File: src/rtl/clk_pkg.sv
// Shared clock constants and helpers for consumers of the core's divided clocks.
package clk_pkg;

    localparam int unsigned CLK_74_HZ = 74_000_000;

    // A divider toggling every term_count cycles produces a period of twice that.
    function automatic int unsigned expected_period(input int unsigned term_count);
        return 2 * term_count;
    endfunction

endpackage

File: src/rtl/sync_edge_detect.sv
// Synchronizes an asynchronous level into clk_74 and emits one-cycle rise/fall pulses.
module sync_edge_detect #(
    parameter int unsigned SYNC_STAGES = 2
) (
    input  logic clk_74,
    input  logic reset_n,
    input  logic d_async,
    output logic level,
    output logic rise,
    output logic fall
);

    logic [SYNC_STAGES-1:0] sync_q;
    logic                   level_q;

    always_ff @(posedge clk_74 or negedge reset_n) begin
        if (!reset_n) begin
            sync_q  <= '0;
            level_q <= 1'b0;
        end else begin
            sync_q  <= {sync_q[SYNC_STAGES-2:0], d_async};
            level_q <= sync_q[SYNC_STAGES-1];
        end
    end

    assign level = sync_q[SYNC_STAGES-1];
    assign rise  = level & ~level_q;
    assign fall  = ~level & level_q;

endmodule

File: src/rtl/clock_period_meter.sv
// Measures period and high time of a slow clock in clk_74 cycles, with stall and lock status.
module clock_period_meter
    import clk_pkg::*;
#(
    parameter int unsigned WIDTH       = 32,
    parameter int unsigned SYNC_STAGES = 2,
    parameter int unsigned TIMEOUT     = CLK_74_HZ,
    parameter int unsigned LOCK_COUNT  = 4
) (
    input  logic             clk_74,
    input  logic             reset_n,
    input  logic             clk_in,
    input  logic             enable,
    output logic [WIDTH-1:0] period,
    output logic [WIDTH-1:0] high_time,
    output logic             valid,
    output logic             locked,
    output logic             timeout
);

    typedef enum logic [1:0] {
        StIdle     = 2'd0,
        StWaitRise = 2'd1,
        StMeasure  = 2'd2,
        StStalled  = 2'd3
    } state_e;

    localparam int unsigned          StreakW     = $clog2(LOCK_COUNT + 1);
    localparam logic [WIDTH-1:0]     TimeoutLast = WIDTH'(TIMEOUT - 1);
    localparam logic [WIDTH-1:0]     TimeoutMax  = WIDTH'(TIMEOUT);
    localparam logic [StreakW-1:0]   LockMax     = StreakW'(LOCK_COUNT);

    logic clk_level, rise_evt, fall_evt;

    sync_edge_detect #(
        .SYNC_STAGES(SYNC_STAGES)
    ) u_sync (
        .clk_74  (clk_74),
        .reset_n (reset_n),
        .d_async (clk_in),
        .level   (clk_level),
        .rise    (rise_evt),
        .fall    (fall_evt)
    );

    state_e             state_q, state_d;
    logic [WIDTH-1:0]   cnt_q, cnt_d;
    logic [WIDTH-1:0]   hold_q, hold_d;
    logic [WIDTH-1:0]   period_q, period_d;
    logic [WIDTH-1:0]   high_q, high_d;
    logic [StreakW-1:0] streak_q, streak_d;
    logic               valid_q, valid_d;
    logic               locked_q, locked_d;
    logic               timeout_q, timeout_d;

    logic [WIDTH-1:0] cnt_plus1;
    logic             cnt_at_limit;

    assign cnt_plus1    = cnt_q + WIDTH'(1);
    assign cnt_at_limit = (cnt_q == TimeoutLast);

    always_comb begin
        state_d   = state_q;
        hold_d    = hold_q;
        period_d  = period_q;
        high_d    = high_q;
        streak_d  = streak_q;
        locked_d  = locked_q;
        timeout_d = timeout_q;
        valid_d   = 1'b0;

        if (rise_evt) begin
            cnt_d = '0;
        end else if (cnt_q != TimeoutMax) begin
            cnt_d = cnt_plus1;
        end else begin
            cnt_d = cnt_q;
        end

        unique case (state_q)
            StIdle: begin
                cnt_d     = '0;
                streak_d  = '0;
                locked_d  = 1'b0;
                timeout_d = 1'b0;
                state_d   = StWaitRise;
            end
            StWaitRise: begin
                if (rise_evt) begin
                    state_d = StMeasure;
                end else if (cnt_at_limit) begin
                    state_d   = StStalled;
                    timeout_d = 1'b1;
                end
            end
            StMeasure: begin
                if (fall_evt && !clk_level) begin
                    hold_d = cnt_plus1;
                end
                if (rise_evt) begin
                    period_d = cnt_plus1;
                    high_d   = hold_q;
                    valid_d  = 1'b1;
                    // Streak of 0 means this is the first period since (re)entering MEASURE.
                    if (streak_q == '0 || cnt_plus1 != period_q) begin
                        streak_d = StreakW'(1);
                    end else if (streak_q != LockMax) begin
                        streak_d = streak_q + StreakW'(1);
                    end
                    locked_d = (streak_d >= LockMax);
                end else if (cnt_at_limit) begin
                    state_d   = StStalled;
                    timeout_d = 1'b1;
                    locked_d  = 1'b0;
                    streak_d  = '0;
                end
            end
            StStalled: begin
                if (rise_evt) begin
                    state_d   = StMeasure;
                    timeout_d = 1'b0;
                end
            end
            default: state_d = StIdle;
        endcase

        // Disabling overrides everything, including a coincident rising edge.
        if (!enable) begin
            state_d   = StIdle;
            cnt_d     = '0;
            streak_d  = '0;
            locked_d  = 1'b0;
            timeout_d = 1'b0;
            valid_d   = 1'b0;
        end
    end

    always_ff @(posedge clk_74 or negedge reset_n) begin
        if (!reset_n) begin
            state_q   <= StIdle;
            cnt_q     <= '0;
            hold_q    <= '0;
            period_q  <= '0;
            high_q    <= '0;
            streak_q  <= '0;
            valid_q   <= 1'b0;
            locked_q  <= 1'b0;
            timeout_q <= 1'b0;
        end else begin
            state_q   <= state_d;
            cnt_q     <= cnt_d;
            hold_q    <= hold_d;
            period_q  <= period_d;
            high_q    <= high_d;
            streak_q  <= streak_d;
            valid_q   <= valid_d;
            locked_q  <= locked_d;
            timeout_q <= timeout_d;
        end
    end

    assign period    = period_q;
    assign high_time = high_q;
    assign valid     = valid_q;
    assign locked    = locked_q;
    assign timeout   = timeout_q;

endmodule

File: config.mk
export PLATFORM = sky130hd
export DESIGN_NAME = clock_period_meter
export DESIGN_NICKNAME = d
export VERILOG_FILES = /design/src/rtl/clk_pkg.sv /design/src/rtl/sync_edge_detect.sv /design/src/rtl/clock_period_meter.sv
export SDC_FILE = /design/constraint.sdc
export NUM_CORES = 1
export LEC_CHECK = 0
export CAP_MARGIN = 15
export CORE_MARGIN = 2
export CORE_UTILIZATION = 37
export DETAILED_ROUTE_END_ITERATION = 6
export REMOVE_ABC_BUFFERS = 1
export SETUP_SLACK_MARGIN = 0.1
export SLEW_MARGIN = 20
export SYNTH_ARGS = -nofsm -noshare
export SYNTH_HDL_FRONTEND = slang
export SYNTH_HIERARCHICAL = 1
export SYNTH_SLANG_ARGS = --single-unit
File: constraint.sdc
create_clock -name clk_74 -period 2.9 [get_ports clk_74]
set_clock_uncertainty 0.15 [all_clocks]
set_input_delay 0.435 -clock clk_74 [delete_from_list [all_inputs] [get_ports clk_74]]
set_output_delay 0.435 -clock clk_74 [all_outputs]
set_load 0.1 [all_outputs]
# Word level (Yosys, flattened, before mapping)
# Index checks and enable logic that the tools add are counted.
[totals] regBits=139 mem_bits_rw=0 n_memories=0 latchBits=0 rom_bits=0
[op_classes] n_eq_ne=14 reduce_logical=11 n_shift=0 add_sub_neg=2 n_lt_le_gt_ge=1 n_mul=0 muxes=30 bitwise=4 n_div=0
[op_table] op="$mux W32" count=4
[op_table] op="$add A32 B1 Y32 const B" count=1
[op_table] op="$eq A32 B27 Y1 const B" count=1
[op_table] op="$ne A32 B27 Y1 const B" count=1
[op_table] op="$ne A32 B32 Y1" count=1
[op_table] op="$mux W3" count=7
[op_table] op="$ne A3 B3 Y1 const B" count=4
[op_table] op="$mux W1" count=10
[op_table] op="$mux W2" count=5
[op_table] op="$pmux W2 S4" count=1
[op_table] op="$reduce_and A2 Y1" count=4
[op_table] op="$pmux W3 S2" count=1
[op_table] op="$eq A2 B2 Y1 const B" count=2
[op_table] op="$ne A4 B1 Y1 const B" count=1
[op_table] op="$ne A4 B4 Y1 const B" count=1
[op_table] op="$add A3 B1 Y3 const B" count=1
[op_table] op="$ge A3 B3 Y1 const B" count=1
[op_table] op="$logic_not A3 Y1" count=1
[op_table] op="$ne A3 B1 Y1 const B" count=1
[op_table] op="$ne A3 B2 Y1 const B" count=1
[op_table] op="$pmux W1 S3" count=1
[op_table] op="$reduce_and A3 Y1" count=1
[op_table] op="$and A1 B1 Y1" count=2
[op_table] op="$eq A2 B1 Y1 const B" count=1
[op_table] op="other kinds (7)" count=8

# Logic depth before layout (Yosys ltp)
# Gate-level depths: netlist of the first run.
[depth] word_depth=10 mapped_depth=11 mapped_depth_nobuf=10

# Hierarchy
# Netlist of the first run, hierarchy kept.
[by_module_without_submodules] module="clock_period_meter" seq_area_each_um2=3378.2 cells_each=664 area_each_um2=6647.6 n_inst=1
[by_module_without_submodules] module="sync_edge_detect" seq_area_each_um2=75.1 cells_each=5 area_each_um2=90.1 n_inst=1

# Worst setup path before layout of the first run
# No wires, ideal clock.
[synth_timing] path_kind="register to register" startpoint="register cnt_q[0]" endpoint="register streak_q[0]" synth_period_minus_slack_ps=2918 setup_time_ps=118 required_ps=2632 stages_incl_launch_ff=11 setup_slack_ps=-18 arrival_time_ps=2650 cell_sequence="dfrtp_1 -> buf_2 -> nand3_2 -> or4_1 -> buf_2 -> nor4_1 -> xnor2_1 -> xnor2_1 -> nor4_2 -> nand4b_1 -> a21o_1"
[synth_between] elab_chain_cells=9
[synth_lines] item="start: declaration" line="clock_period_meter.sv:47" source="logic [WIDTH-1:0] cnt_q, cnt_d;"
[synth_lines] item="start signal: assignment" line="clock_period_meter.sv:151" source="cnt_q <= cnt_d;"
[synth_lines] item="$add A32 B1 Y32" line="clock_period_meter.sv:59" source="assign cnt_plus1 = cnt_q + WIDTH'(1);"
[synth_lines] item="$ne A32 B32 Y1" line="clock_period_meter.sv:105" source="if (streak_q == '0 || cnt_plus1 != period_q) begin"
[synth_lines] item="$logic_or A1 B1 Y1" line="clock_period_meter.sv:105"
[synth_lines] item="$mux W3" line="clock_period_meter.sv:105"
[synth_lines] item="$mux W3" line="clock_period_meter.sv:100" source="if (rise_evt) begin"
[synth_lines] item="$mux W3" line="clock_period_meter.sv:80" source="unique case (state_q)"
[synth_lines] item="$mux W3" line="clock_period_meter.sv:100"
[synth_lines] item="$pmux W3 S2" line="clock_period_meter.sv:80"
[synth_lines] item="$mux W3" line="clock_period_meter.sv:128" source="if (!enable) begin"
[synth_lines] item="end signal: assignment" line="clock_period_meter.sv:155" source="streak_q <= streak_d;"
[synth_lines] item="end: declaration" line="clock_period_meter.sv:51" source="logic [StreakW-1:0] streak_q, streak_d;"
# Parallel ways exist; a longest one is shown, timed or not. The select of a mux whose other input is x is not followed.
# A chain may end at the register's enable or synchronous reset.

# Worst setup path after layout of the first run
[layout_timing] startpoint="register cnt_q[3]" endpoint="register streak_q[0]"
# Same word-level chain as after synthesis.

==> results of run 1 <==
==> kinds of logic after synthesis <==
logic type / after synthesis / share of synthesized area
multiplexers: 34 / 0.05664
AND/OR/NAND/NOR: 254 / 0.1913
XOR/XNOR: 62 / 0.08672
adder cells (fa/ha/maj): 9 / 0.01671
buffers and inverters: 61 / 0.03807
flip-flops: 138 / 0.5125
AO/OA/AOI/OAI: 111 / 0.09805
==> final timing paths <==
check                           slack, ns                to              from  depth (start not counted)
min in group asynchronous            0.35        hold_q[14]           reset_n                          2
worst min register to register       0.20  u_sync/sync_q[1]  u_sync/sync_q[0]                          0
worst min-delay path                 0.20  u_sync/sync_q[1]  u_sync/sync_q[0]                          0
worst max-delay path                -0.03       streak_q[0]          cnt_q[3]                         10
max in group asynchronous            1.52      high_time[1]           reset_n                          3
worst max register to register      -0.03       streak_q[0]          cnt_q[3]                         10
==> routing by layer <==
layer | up-vias | track usage | share of wire
li1 | 2575 | - | -
met1 | 2623 | 0.2525 | 0.47
met2 | 129 | 0.3026 | 0.47
met3 | 30 | 0.04109 | 0.040
met4 | 0 | 0.07390 | 0.023
met5 | - | 0 | 0
==> area by class of cell <==
| type | instances | area (um2) |
|---|---|---|
| inverter | 16 | 60.06 |
| multi-input combinational | 470 | 3149 |
| timing repair buffer | 156 | 1206 |
| clock inverter | 11 | 167.7 |
| clock buffer | 21 | 460.4 |
| tap | 229 | 286.5 |
| sequential | 138 | 3453 |
| fill | 1715 | 9119 |
==> power by group through the flow <==
| stage | clock (uW) | combinational, uW | sequential (uW) |
|---|---|---|---|
| floorplan | 0 | 58.0 | 2030 |
| global placement | 0 | 194 | 1990 |
| detailed placement | 0 | 198 | 1990 |
| CTS | 2370 | 202 | 1960 |
| global route | 2460 | 224 | 1960 |
| finish | 2330 | 199 | 1960 |
==> through the flow <==
stage          cells  instance area (um2)  utilization  setup WS (ns)
2_1_floorplan    624                 6541            -        -0.1837
3_3_place_gp     997                 7933       0.4431        -0.1883
3_5_place_dp     997                 7933       0.4431        -0.1670
4_1_cts         1035                 8638       0.4825       -0.09895
5_1_grt         1041                 8783       0.4906        -0.1666
6_report        1041                 8783       0.4906       -0.02881
==> worst max-delay path, cell delays in order (launching register included) <==
cell	delay, ns
dfrtp_1	0.36
nand4_1	0.16
buf_4	0.17
or4_4	0.62
nor4_4	0.26
buf_4	0.17
xnor2_2	0.11
o221ai_2	0.13
nor4b_4	0.36
nand4b_1	0.16
a21o_1	0.18
==> registers in the layout, summed over array words and instances, names as in the netlist <==
signal          cells
valid               1
streak_q            3
hold_q             32
u_sync/sync_q       2
timeout             1
state_q             2
period             32
high_time          32
cnt_q              32
u_sync/level_q      1
==> cells in the mapped netlist (6+ instances only) <==
cell and count:
dfrtp_1 138, nand4_1 15, nand2_1 92, xor2_1 18, mux2_2 33, buf_2 7
nor4_1 15, and4_1 6, nor2_1 50, ha_1 9, nand2b_1 8, xnor2_1 41
nor3_1 15, nand3_1 18, o21ai_0 73, clkbuf_1 32, inv_1 16
==> what timing repair did <==
action	4_1_cts	5_1_grt
buffers inserted	5	6
setup endpoints to repair	3	3
hold buffers	1	0
endpoints found under the hold margin	43	0
pin swaps	11	11
resized for setup	6	21
==> impl_results.md, run 1 <==
* PortBufs at 70
* YS warnings at 6
* Failing checks: negative setup slack
* Drt drc at 0
* Outcome: complete, but fails checks
* CTS tree: done
* LEAKAGE at 0.004004 uW
* Std-Cell Rows at 49
* Primary FF master, synth: dfrtp_1
* GRT Total Usage at 0.1891
* Initial Util at 0.3764
* Mapped Area at 6738 um2
* Psw at 1002 uW
* Seq/Total Area, Yosys at 0.5125
* Area leader, netlist: dfrtp_1
* Chip width at 138.9 um
* Worst VDD drop at 0.4100 mV
* Switching share of power at 0.2237
* Sequential share of power at 0.436
* Largest net degree at the start of global routing at 70
* Worst skew pair latency at 0.43 ns
* Clk root buf: clkbuf_16
* Pint at 3478 uW
* Final Net Count at 812
* Crit path max fanout at 7
* Commonest non-fill, non-tap cell in the layout: buf_4
* Critical path class: reg2reg
* ANT nets after route at 0
* Final worst slack at -0.02881 ns
* PwrDens at 510.1 nW/um2
* Syn Area/Cell at 10.07 um2
* Count of boundary I/O pins at 71
* Critical Path AT at 3.10 ns
* Top cell type's share of synthesized area at 0.5125
* Synthesized flop and latch total at 138
* Clk buf depth at 2
* Fin crit period at 2.929 ns
* Logic pwr share at 0.044
* GRT overflow at 0
* Vias at 5,357
* Number of flops mapped to enable cells by yosys at 0
* Fin Setup TNS at -0.03351 ns
* Clock-pin slew on the worst setup and hold paths at 0.06 ns
* Hold Vio Cnt, Final at 0
* Critical Path Source Type: flop
* Distinct cell type count after synthesis at 62
* Synth Instances at 669
* Via density at 5.146
* Core Area at 17,900 um2
* Hold slack at 0.1972 ns
* Fmax at 341.4 MHz
* Share of layout cells above drive strength 1 at 0.3005
* DRT Wirelength at 17.36 mm
* Total clock sinks at 138
* Routability cong. at 0.8788
* Setup Viol. Count Final at 2
* Ys async rst share at 1.000
* Worst Path Required at 3.07 ns
* H-tree level count at 4
* # diodes at 0
* DR iter-0 viols at 222
* Vias in the first global route at 5,468
* Clk network pwr share at 0.519
* Hold Crit Class: reg2reg
* Area growth syn-to-layout at 30.36%
* Synth area leaders: dfrtp_1 (51%), mux2_2 (5.5%), o21ai_0 (5.4%), xnor2_1 (5.3%), nand2_1 (5.1%)
* Routed len/inst at 16.68 um
* Initial antenna violation count at 0
* Worst slew margin at 0.5737
* Die area at 19,310 um2
* First-pass detailed-route iteration total at 5
* Cts bufs inserted at 17
* Die span in y at 138.9 um
* Endpoint class of the critical path: flop
* Fin crit share at 1.010
* Most frequent cells in the layout: buf_4 (148), dfrtp_1 (138), nand2_1 (90)
* Global-route wire length before repair at 28.91 mm
* Max-slew violation count at 0
* Detailed placement HPWL at 12.78 mm
* Slew @ Worst Pin at 0.6328 ns
* Power, Total at 4481 uW
* RSZ-0062 raised after global routing: true
* Number of max-cap violations at 0
Power figures use the tool's default switching activity.
==> run 2: changes to the inputs <==
ABC_CLOCK_PERIOD_IN_PS = 2900   (was default)
==> results of run 2 <==
No change in the layout: final DEF, timing and power equal those of run 1.
